File: src/rtl/triangle_sequencer.sv
// Queued triangle-wave note player: notes (step, amplitude, duration) are buffered
// in a small FIFO and rendered as signed PCM, one update per prescaler strobe.
module triangle_sequencer #(
    parameter int unsigned C_pcm_bits   = 12,
    parameter int unsigned C_delay      = 10,
    parameter int unsigned C_gap        = 4,
    parameter int unsigned C_fifo_depth = 4
) (
    input  logic                         clk,
    input  logic                         reset,
    input  logic                         note_valid,
    output logic                         note_ready,
    input  logic [7:0]                   note_step,
    input  logic [C_pcm_bits-2:0]        note_amplitude,
    input  logic [15:0]                  note_duration,
    input  logic                         stop,
    output logic signed [C_pcm_bits-1:0] pcm,
    output logic                         busy,
    output logic                         note_done
);
    localparam int unsigned AMP_W = C_pcm_bits - 1;
    localparam int unsigned SUM_W = C_pcm_bits + 2;
    localparam int unsigned ENT_W = 8 + AMP_W + 16;
    localparam int unsigned PTR_W = (C_fifo_depth > 1) ? $clog2(C_fifo_depth) : 1;
    localparam int unsigned CNT_W = PTR_W + 1;
    localparam int unsigned GAP_W = (C_gap > 0) ? $clog2(C_gap + 1) : 1;

    typedef enum logic [1:0] {S_IDLE, S_PLAY, S_GAP} state_t;

    // Free-running sample prescaler
    logic [C_delay-1:0] presc;
    logic               strobe;
    assign strobe = &presc;

    logic [ENT_W-1:0] fifo_mem [C_fifo_depth];
    logic [PTR_W-1:0] wr_ptr, rd_ptr;
    logic [CNT_W-1:0] fifo_cnt, cnt_next;
    logic             push, pop, fifo_empty;
    logic [ENT_W-1:0] head;
    logic [7:0]       head_step;
    logic [AMP_W-1:0] head_amp;
    logic [15:0]      head_dur;

    assign push       = note_valid && note_ready && !stop;
    assign fifo_empty = (fifo_cnt == '0);
    assign head       = fifo_mem[rd_ptr];
    assign head_step  = head[ENT_W-1 -: 8];
    assign head_amp   = head[16 +: AMP_W];
    assign head_dur   = head[15:0];
    assign cnt_next   = fifo_cnt + CNT_W'(push) - CNT_W'(pop);

    always_ff @(posedge clk) begin
        if (push) fifo_mem[wr_ptr] <= {note_step, note_amplitude, note_duration};
    end

    // Queue pointers; stop flushes the queue and drops a same-clock push
    always_ff @(posedge clk) begin
        if (reset || stop) begin
            wr_ptr     <= '0;
            rd_ptr     <= '0;
            fifo_cnt   <= '0;
            note_ready <= 1'b1;
        end else begin
            if (push) wr_ptr <= wr_ptr + PTR_W'(1);
            if (pop)  rd_ptr <= rd_ptr + PTR_W'(1);
            fifo_cnt   <= cnt_next;
            note_ready <= (cnt_next != CNT_W'(C_fifo_depth));
        end
    end

    state_t                  state, state_next;
    logic signed [C_pcm_bits-1:0] pcm_next;
    logic                    dir_up, dir_up_next;
    logic [15:0]             rem, rem_next;
    logic [7:0]              step_q, step_next;
    logic [AMP_W-1:0]        amp_q, amp_next;
    logic [GAP_W-1:0]        gap_cnt, gap_next;
    logic                    done_next, load, finish;

    logic signed [SUM_W-1:0] pcm_ext, step_ext, amp_pos, amp_neg, sum_up, sum_dn;
    assign pcm_ext  = {{2{pcm[C_pcm_bits-1]}}, pcm};
    assign step_ext = {{(SUM_W-8){1'b0}}, step_q};
    assign amp_pos  = {3'b000, amp_q};
    assign amp_neg  = -amp_pos;
    assign sum_up   = pcm_ext + step_ext;
    assign sum_dn   = pcm_ext - step_ext;

    // Next-state and datapath; a note ends on the strobe after its last pcm update
    always_comb begin
        state_next  = state;
        pcm_next    = pcm;
        dir_up_next = dir_up;
        rem_next    = rem;
        step_next   = step_q;
        amp_next    = amp_q;
        gap_next    = gap_cnt;
        done_next   = 1'b0;
        pop         = 1'b0;
        load        = 1'b0;
        finish      = 1'b0;
        if (stop) begin
            state_next = S_IDLE;
            pcm_next   = '0;
            done_next  = (state == S_PLAY);
        end else if (strobe) begin
            case (state)
                S_IDLE: load = !fifo_empty;
                S_PLAY: begin
                    if (rem == 16'd0) begin
                        pcm_next  = '0;
                        done_next = 1'b1;
                        if (C_gap == 0) begin
                            finish = 1'b1;
                        end else begin
                            gap_next   = GAP_W'(C_gap);
                            state_next = S_GAP;
                        end
                    end else begin
                        if (dir_up) begin
                            if (sum_up >= amp_pos) begin
                                pcm_next    = amp_pos[C_pcm_bits-1:0];
                                dir_up_next = 1'b0;
                            end else begin
                                pcm_next = sum_up[C_pcm_bits-1:0];
                            end
                        end else begin
                            if (sum_dn <= amp_neg) begin
                                pcm_next    = amp_neg[C_pcm_bits-1:0];
                                dir_up_next = 1'b1;
                            end else begin
                                pcm_next = sum_dn[C_pcm_bits-1:0];
                            end
                        end
                        rem_next = rem - 16'd1;
                    end
                end
                S_GAP: begin
                    if (gap_cnt <= GAP_W'(1)) finish = 1'b1;
                    else gap_next = gap_cnt - GAP_W'(1);
                end
                default: state_next = S_IDLE;
            endcase
            if (finish) begin
                state_next = S_IDLE;
                load       = !fifo_empty;
            end
            if (load) begin
                pop         = 1'b1;
                step_next   = head_step;
                amp_next    = head_amp;
                rem_next    = (head_dur == 16'd0) ? 16'd1 : head_dur;
                pcm_next    = '0;
                dir_up_next = 1'b1;
                state_next  = S_PLAY;
            end
        end
    end

    always_ff @(posedge clk) begin
        if (reset) begin
            state     <= S_IDLE;
            presc     <= '0;
            pcm       <= '0;
            dir_up    <= 1'b1;
            rem       <= '0;
            step_q    <= '0;
            amp_q     <= '0;
            gap_cnt   <= '0;
            busy      <= 1'b0;
            note_done <= 1'b0;
        end else begin
            state     <= state_next;
            presc     <= presc + C_delay'(1);
            pcm       <= pcm_next;
            dir_up    <= dir_up_next;
            rem       <= rem_next;
            step_q    <= step_next;
            amp_q     <= amp_next;
            gap_cnt   <= gap_next;
            busy      <= (state_next != S_IDLE);
            note_done <= done_next;
        end
    end

endmodule
File: config.mk
export PLATFORM = sky130hd
export DESIGN_NAME = triangle_sequencer
export DESIGN_NICKNAME = d
export VERILOG_FILES = /design/src/rtl/triangle_sequencer.sv
export SDC_FILE = /design/constraint.sdc
export NUM_CORES = 1
export LEC_CHECK = 0
export BUFFER_PORTS_ARGS = -buffer_cell sky130_fd_sc_hd__buf_4
export CELL_PAD_IN_SITES_DETAIL_PLACEMENT = 1
export CELL_PAD_IN_SITES_GLOBAL_PLACEMENT = 2
export CORE_MARGIN = 2
export CORE_UTILIZATION = 30
export CTS_CLUSTER_SIZE = 14
export DETAILED_ROUTE_END_ITERATION = 10
export PLACE_DENSITY_LB_ADDON = 0.1
export SLEW_MARGIN = 20
export SYNTH_ARGS = -nofsm -noshare
export SYNTH_HDL_FRONTEND = slang
export SYNTH_SLANG_ARGS = --single-unit
File: constraint.sdc
create_clock -name clk -period 3.7 [get_ports clk]
set_input_delay 0.185 -clock clk [delete_from_list [all_inputs] [get_ports clk]]
set_output_delay 0.185 -clock clk [all_outputs]
set_load 0.02 [all_outputs]
Word level (Yosys, flattened, before mapping) --
Memory sizes are Yosys's and may differ from the RTL's. A register that Yosys moved wholly into a read port is not among the register bits. Index checks and enable logic that the tools add are counted.
Word-level totals: register bits after elaboration 73, RAM bits 140, input bits 39, output and inout bits 15, word-level logic and storage cells 98, memories 1
Memory list:
- fifo_mem | depth 4, width 35, read ports 1, clocked after memory_dff 1, wr ports 1, line 35 | logic [ENT_W-1:0] fifo_mem [C_fifo_depth];
Cells by class: $add $sub $neg 10, magnitude comparators 3, equal/unequal tests 6, mux-type cells 44, bitwise operators 1, reduce and logical (&&, ||, !) cells 19
Operators with widths (number):
- $mux 12 | 6
- $mux 16 | 4
- $logic_not 16->1 | 2
- $mux 1 | 23
- $sub 16x1->16 const B | 1
- $le 13x14->1 | 1
- $mux 2 | 7
- $neg 11->14 | 1
- $reduce_and 14->1 | 1
- $add 12x9->13 | 1
- $ge 13x12->1 | 1
- $reduce_and 13->1 | 1
- $sub 12x9->13 | 1
- $reduce_and 12->1 | 1
- $reduce_and 11->1 | 1
- $add 10x1->10 const B | 1
- $reduce_and 10->1 | 1
- $mux 3 | 2
- $pmux 3 s2 | 1
- $reduce_bool 2->1 | 3
- $add 2x1->2 const B | 2
- $ne 2x1->1 const B | 2
- $pmux 2 s2 | 1
- $reduce_or 2->1 | 2
- other kinds (14) | 16

Longest topological paths before layout --
Gate-level depths: netlist of the first run.
depth after elaboration 13, gate-level depth with buffers 19

Least setup slack after synthesis of the first run --
Ideal clock, no wire load.
kind reg-to-reg, from register pcm[0], to register pcm[2], arrival 3.667 ns, path slack -0.039 ns, stages on the path, launching flop included 19, path buffers 0, period minus slack after synthesis 3.739 ns, cells stage by stage dfxtp_1 inv_1 ha_1 inv_1 fa_1 a21oi_4 o211ai_2 o311ai_2 or2b_1 xnor2_1 ha_1 o21ai_0 o21ai_0 a21oi_1 a21oi_1 o21ba_2 or4_1 o211ai_1 o21bai_1
Between the ends: word-level cells in the longest chain between the ends 7, elaborated cells on any way between the ends 10
RTL lines:
- start, declared | line 17 | output logic signed [C_pcm_bits-1:0] pcm,
- start signal, assigned | line 174 | pcm <= pcm_next;
- $sub 12x9->13 or $add 12x9->13 (tied branches) | line 86, 85
- $le 13x14->1 or $ge 13x12->1 (tied branches) | line 127, 120
- $mux 12 (on tied branches) | line 127, 120
- $mux 12 (*) | line 119 | if (dir_up) begin
- $mux 12 (*) | line 109 | if (rem == 16'd0) begin
- $mux 12 (*) | line 106 | case (state)
- $mux 12 (*) | line 147 | if (load) begin
Mark *: on every way between the ends. The rest lies on a longest branch, timed or not. The select of a mux whose other input is x is not followed. A chain may end at the register's enable or synchronous reset.

Worst setup path in the final report of the first run --
from register pcm[1], to register pcm[0]
The elaborated chain is that of the path after synthesis.

==> results of run 1 <==
## area by class of cell
type,count,area [µm²]
Multi-Input combinational cell,573,4900
Timing Repair Buffer,195,1600
Inverter,40,153
Tap cell,455,569
Clock buffer,32,724
Sequential cell,215,5720
Fill cell,3726,20700
Clock inverter,16,169
## per-stage QoR
stage	power, W	area (µm²)	util, %
finish	0.00537	13800	40.1
global route	0.00557	13800	40.1
CTS	0.00546	13500	39.0
detailed placement	0.00280	11900	34.5
global placement	0.00279	11900	34.5
floorplan	0.00271	10500	-
## logic make-up after synthesis
| logic type | synth area share [%] |
|---|---|
| buf+inv | 3.36 |
| mux | 8.55 |
| compound gates | 11.2 |
| xor+xnor | 3.32 |
| simple gates | 12.4 |
| flops | 54.1 |
| fa+ha+maj | 6.98 |
## synthesized netlist by cell type, drive strengths merged (4+ instances only)
master,count,share of area [%]
a211oi,9,0.64
or2,4,0.24
nand4,6,0.36
nor4,17,1.6
xnor2,24,2.0
a31oi,4,0.30
a21oi,54,2.7
o21ai,39,1.9
clkbuf,23,0.82
nand3,21,1.0
nor2b,9,0.53
mux4,35,7.5
dfxtp,75,14
nor3,14,0.87
mux2i,9,0.85
a221oi,6,0.74
inv,40,1.4
nor2,61,2.2
nand2b,5,0.30
xor2,16,1.3
and3,5,0.30
ha,54,6.4
o21bai,7,0.50
o21a,5,0.36
o31ai,5,0.40
a22oi,5,0.36
and2,9,0.53
nand2,89,3.2
o211ai,8,0.62
buf,16,1.1
or3,4,0.24
edfxtp,140,40
## sequential cells by signal, indices dropped and copies added, names as in the netlist, named ones only
name        flops
busy            1
wr_ptr          2
fifo_cnt        3
rem            16
note_done       1
dir_up          1
rd_ptr          2
presc          10
state           2
pcm            12
step_q          8
note_ready      1
amp_q          11
gap_cnt         3
fifo_mem      140
## critical path, stage by stage (launching register included)
cell	delay [ns]
dfxtp_4	0.37
ha_4	0.24
buf_6	0.11
nor2_4	0.10
a221oi_4	0.09
o41ai_4	0.40
nor2_1	0.07
o21bai_1	0.21
xnor2_1	0.13
ha_1	0.35
o21ai_0	0.22
a21oi_2	0.06
o311a_1	0.37
buf_6	0.13
a211oi_4	0.20
o32ai_4	0.15
buf_4	0.17
buf_6	0.12
o311ai_1	0.27
## layer usage
layer / up-vias / part of all wire (%) / global-route usage, %
met5: - / 0 / 0
met4: 0 / 1.5 / 3.40
met3: 33 / 2.6 / 1.76
met2: 115 / 49 / 27.7
met1: 3772 / 47 / 21.8
li1: 3611 / - / -
## power breakdown
group	total (W)	switching, W	internal, W
clock network	0.00260	0.000996	0.00160
logic	0.000176	0.0000935	0.0000823
registers	0.00259	0.00000947	0.00258
## repair_timing
action | CTS | global route
gates resized for setup | 47 | 51
endpoints found under the setup margin | 13 | 13
hold buffers | 35 | 0
hold endpoints to repair | 140 | 0
pin swaps | 31 | 36
setup buffers | 14 | 15
gates cloned | 0 | 1
## final timing paths
| check | from | to | slack [ns] | cells after the start |
|---|---|---|---|---|
| worst max-delay path | pcm[1] | pcm[0] | -0.20 | 18 |
| worst min-delay path | note_valid | wr_ptr[0] | 0.03 | 4 |
| worst max register to register | pcm[1] | pcm[0] | -0.20 | 18 |
| worst min register to register | presc[0] | presc[0] | 0.46 | 1 |
==> results.ini, run 1 <==
[setup_path]
startpoint_type=flop
end_kind=flop
crit_fanout=4
timing_worst_setup_path_type=reg2reg
arrival_ns=4.30
worstPathRequired_ns=4.10

[yosys]
synth.distinct_cells=73
synth-seq-cells=215
ys_warn_count=0
async_flop_share_pct=0
synth_nets=963
avgSynthCellArea_um2=12.2
syn_area_um2=10500
synth-edff-count=140
synthFlopType=edfxtp_1
ys_seq_area_share_pct=54.1
synth_cells=867

[sta]
finalHoldViolations=0
setup_viol=13
fmax_ghz=0.257
setup_ws_ns=-0.196
timing.setup.tns_ns=-1.47
period_minus_slack_ns=3.90
max_slew_margin_pct=36.7
drv_slew=0
period_share_pct=105
rsz0062_at_grt=true
whs_ns=0.0321
clock_skew_ns=0.0136
tightestPinTransition_ns=0.945

[placed_design]
dp_hpwl_um=20800
place_inst=1414
place_ws_ns=-0.624
portBuffers=53
gp_congestion=0.805

[outcome]
status=finished with violations
violations=negative setup slack

[cells_and_area]
diodes=0
drive_above_1_share_pct=30.6
nets=1147
final_cell_mix=buf_4, edfxtp_1, nand2_1
final_common_cell=buf_4
syn2layout_area_growth_pct=31.3
final_cells=1526

[floorplanning]
die_width_um=191
die_h_um=191
start_util_pct=30.5
rows=68
ios=54
dieArea_um2=36600
coreArea_um2=34500

[global_routing]
grt_antenna_before_repair=0
grt-ovfl-total=0
grt_pass1_vias=8204
track_usage_pct=16.1
grt_max_degree=54
grt_pass1_wl_um=46100

[routing]
dr.pass1.iters=4
drt-total-wl_um=29300
drt-initial-drc-count=282
drc=0
ant_nets=0
vias=7531
wl_per_cell_um=19.2
viasPerCell=4.94

[clock_tree]
cts-root-buf=clkbuf_16
cts_buffers=26
clkSinkCount=215
cts-htree-levels=1
clock_path_buffers=3
cts_tree=yes
clock_latency_ns=0.53
path_clk_slew_ns=0.06

[power]
p_leak_nw=5.03
ir_drop_v=0.000473
power_density_nw_per_um2=388

[flow_run]
cap_violations=0

[worst_hold_path]
hold_path_class=in2reg

Power figures use the tool's default switching activity.
==> run 2, diff against run 1 <==
--- a/config.mk
+++ b/config.mk
@@ -12,8 +12,9 @@
 export CORE_UTILIZATION = 30
 export CTS_CLUSTER_SIZE = 14
 export DETAILED_ROUTE_END_ITERATION = 10
+export GPL_TIMING_DRIVEN = 0
 export PLACE_DENSITY_LB_ADDON = 0.1
-export SLEW_MARGIN = 20
+export SLEW_MARGIN = 10
 export SYNTH_ARGS = -nofsm -noshare
 export SYNTH_HDL_FRONTEND = slang
 export SYNTH_SLANG_ARGS = --single-unit
==> constraint.sdc (replaced) <==
create_clock -name clk -period 3.7 [get_ports clk]
set_input_delay 0.555 -clock clk [delete_from_list [all_inputs] [get_ports clk]]
set_output_delay 0.555 -clock clk [all_outputs]
set_load 0.02 [all_outputs]
==> run 2 against run 1 <==
  * The run still ends with negative setup slack left
  * Final cell count fell by 4.3%
  * Largest power group is now registers
  * Critical path type unchanged
  * Non-clock buffer count is 65 lower
  * Worst setup slack worse by 0.046 ns
  * Core utilization shrank 1.8 points
  * Cell area down 4.4%
  * Worst hold slack better by 0.20 ns
  * Register-to-register slack lost 0.05 ns
  * Highest routed layer unchanged
  * Via count down 5.1%
  * Clock-buffer cell count grew 2
==> results.ini, run 2 (synthesis results as in run 1) <==
[outcome]
status=finished with violations  ; unchanged
violations=negative setup slack  ; unchanged

[worst_hold_path]
hold_depth=1  ; was 4
holdCritStartpoint=note_duration[7]  ; was note_valid
hold_end=fifo_mem[2][7]  ; was wr_ptr[0]
hold_path_class=in2reg  ; unchanged

[routing]
drt-total-wl_um=28500  ; was 29300 µm
wl_per_cell_um=19.5  ; was 19.2 µm
dr.pass1.iters=5  ; was 4
ant_nets=0  ; unchanged
drt-initial-drc-count=249  ; was 282
drc=0  ; unchanged
viasPerCell=4.89  ; was 4.94
vias=7144  ; was 7531

[cells_and_area]
diodes=0  ; unchanged
final_cell_mix=edfxtp_1, nand2_1, buf_4  ; was buf_4, edfxtp_1, nand2_1
final_common_cell=edfxtp_1  ; was buf_4
n_fill_cell=3730  ; was 3726
nets=1082  ; was 1147
reg_top3=fifo_mem (140), rem (16), pcm (12)  ; unchanged
drive_above_1_share_pct=28.4  ; was 30.6%
largest_reg_flops=140  ; unchanged
final_cells=1460  ; was 1526
syn2layout_area_growth_pct=25.6  ; was 31.3%
top_register=fifo_mem  ; unchanged

[setup_path]
reg2reg_from=pcm[0]  ; was pcm[1]
timing_worst_setup_path_type=reg2reg  ; unchanged
end_kind=flop  ; unchanged
startpoint_type=flop  ; unchanged
crit_fanout=5  ; was 4
arrival_ns=4.38  ; was 4.30 ns
r2r_cells=18  ; unchanged
reg2reg_to=pcm[2]  ; was pcm[0]
ff2ff_setup_slack_ns=-0.24  ; was -0.20 ns
worstPathRequired_ns=4.14  ; was 4.10 ns

[sta]
max_slew_margin_pct=18.7  ; was 36.7%
clock_skew_ns=0.0177  ; was 0.0136 ns
setup_ws_ns=-0.242  ; was -0.196 ns
drv_slew=0  ; unchanged
setup_viol=12  ; was 13
period_minus_slack_ns=3.94  ; was 3.90 ns
period_share_pct=107  ; was 105%
fmax_ghz=0.254  ; was 0.257 GHz
tightestPinTransition_ns=1.21  ; was 0.945 ns
whs_ns=0.227  ; was 0.0321 ns
finalHoldViolations=0  ; unchanged
rsz0062_at_grt=true  ; unchanged

[clock_tree]
clock_latency_ns=0.53  ; about the same
path_clk_slew_ns=0.06  ; about the same
cts_buffers=26  ; unchanged
cts-htree-levels=1  ; unchanged
clock_path_buffers=3  ; unchanged
cts-root-buf=clkbuf_16  ; unchanged
clkSinkCount=215  ; unchanged
cts_tree=yes  ; unchanged

[floorplanning]
die_h_um=191  ; unchanged
start_util_pct=30.5  ; unchanged
dieArea_um2=36600  ; unchanged
coreArea_um2=34500  ; unchanged
ios=54  ; unchanged
rows=68  ; unchanged
die_width_um=191  ; unchanged

[placed_design]
place_inst=1377  ; was 1414
place_ws_ns=-1.15  ; was -0.624 ns
dp_hpwl_um=20500  ; was 20800 µm
gp_congestion=0.756  ; was 0.805
portBuffers=51  ; was 53

[power]
p_leak_nw=4.66  ; was 5.03 nW
power_density_nw_per_um2=401  ; was 388 nW/µm²
p_total_w=0.00531  ; was 0.00537 W
ir_drop_v=0.000345  ; was 0.000473 V

[global_routing]
grt_pass1_vias=7779  ; was 8204
track_usage_pct=15.9  ; was 16.1%
grt_antenna_before_repair=0  ; unchanged
grt_pass1_wl_um=44900  ; was 46100 µm
grt-ovfl-total=0  ; unchanged
grt_max_degree=29  ; was 54

[flow_run]
cap_violations=0  ; unchanged

run 2: power by group:
group | switching, W | total [W] | internal [W]
clock network | 0.00102 | 0.00256 | 0.00155
logic | 0.0000933 | 0.000154 | 0.0000611
registers | 0.00000789 | 0.00259 | 0.00258
total | 0.00112 | 0.00531 | 0.00419
run 2: routing by layer:
layer	global-route usage [%]	up-vias	share of wire, %
met5	0	-	0
met4	3.34	0	1.5
met3	2.17	33	3.0
met2	26.0	83	46
met1	22.6	3547	49
li1	-	3481	-
run 2: layout make-up:
class / instances / area, µm² / share of cell area, %
flip-flops and latches: 215 / 5730 / 43.3
multi-input cells: 573 / 4940 / 37.3
repair buffers: 92 / 771 / 5.82
clock buffers: 34 / 702 / 5.30
well taps: 455 / 569 / 4.30
plain buffers: 38 / 211 / 1.60
inverters: 40 / 158 / 1.19
clock inverters: 13 / 153 / 1.15
run 2: metrics by stage:
step	utilization, %	cell area, µm²	TNS, ns
6_report	38.3	13200	-1.97
5_1_grt	38.3	13200	-4.48
4_1_cts	37.6	13000	-3.39
3_5_place_dp	33.5	11600	-12.37
3_3_place_gp	33.3	11500	-12.73
2_1_floorplan	-	10500	0
run 2: how the worst max path moves through the flow:
stage               from       to  slack [ns]  cells after the start
2_1_floorplan     pcm[1]   pcm[2]        0.02                     15
3_3_place_gp   step_q[1]   pcm[8]       -1.21                     17
3_5_place_dp   step_q[1]   pcm[8]       -1.15                     17
4_1_cts        step_q[2]  pcm[10]       -0.32                     20
5_1_grt           pcm[0]   pcm[4]       -0.43                     18
6_report          pcm[0]   pcm[2]       -0.24                     18
run 2: repair_timing:
action / CTS / global route
resized for setup: 85 / 36
hold buffers: 0 / 0
cloned: 1 / 0
pin swaps: 35 / 42
buffers inserted: 23 / 13
endpoints found under the setup margin: 13 / 13
run 2: critical path: stages (launching register included):
cell and delay [ns]:
dfxtp_4 0.37, inv_4 0.06, ha_4 0.12, inv_2 0.03, fa_2 0.36, a21oi_4 0.19
o211ai_4 0.12, o311ai_4 0.26, or2b_1 0.29, xnor2_2 0.24, ha_1 0.29, o21ai_1 0.13
o21ai_1 0.09, a21oi_2 0.20, a21oi_4 0.12, o21ba_4 0.26, or4_1 0.49, o211ai_1 0.10
o21bai_1 0.13
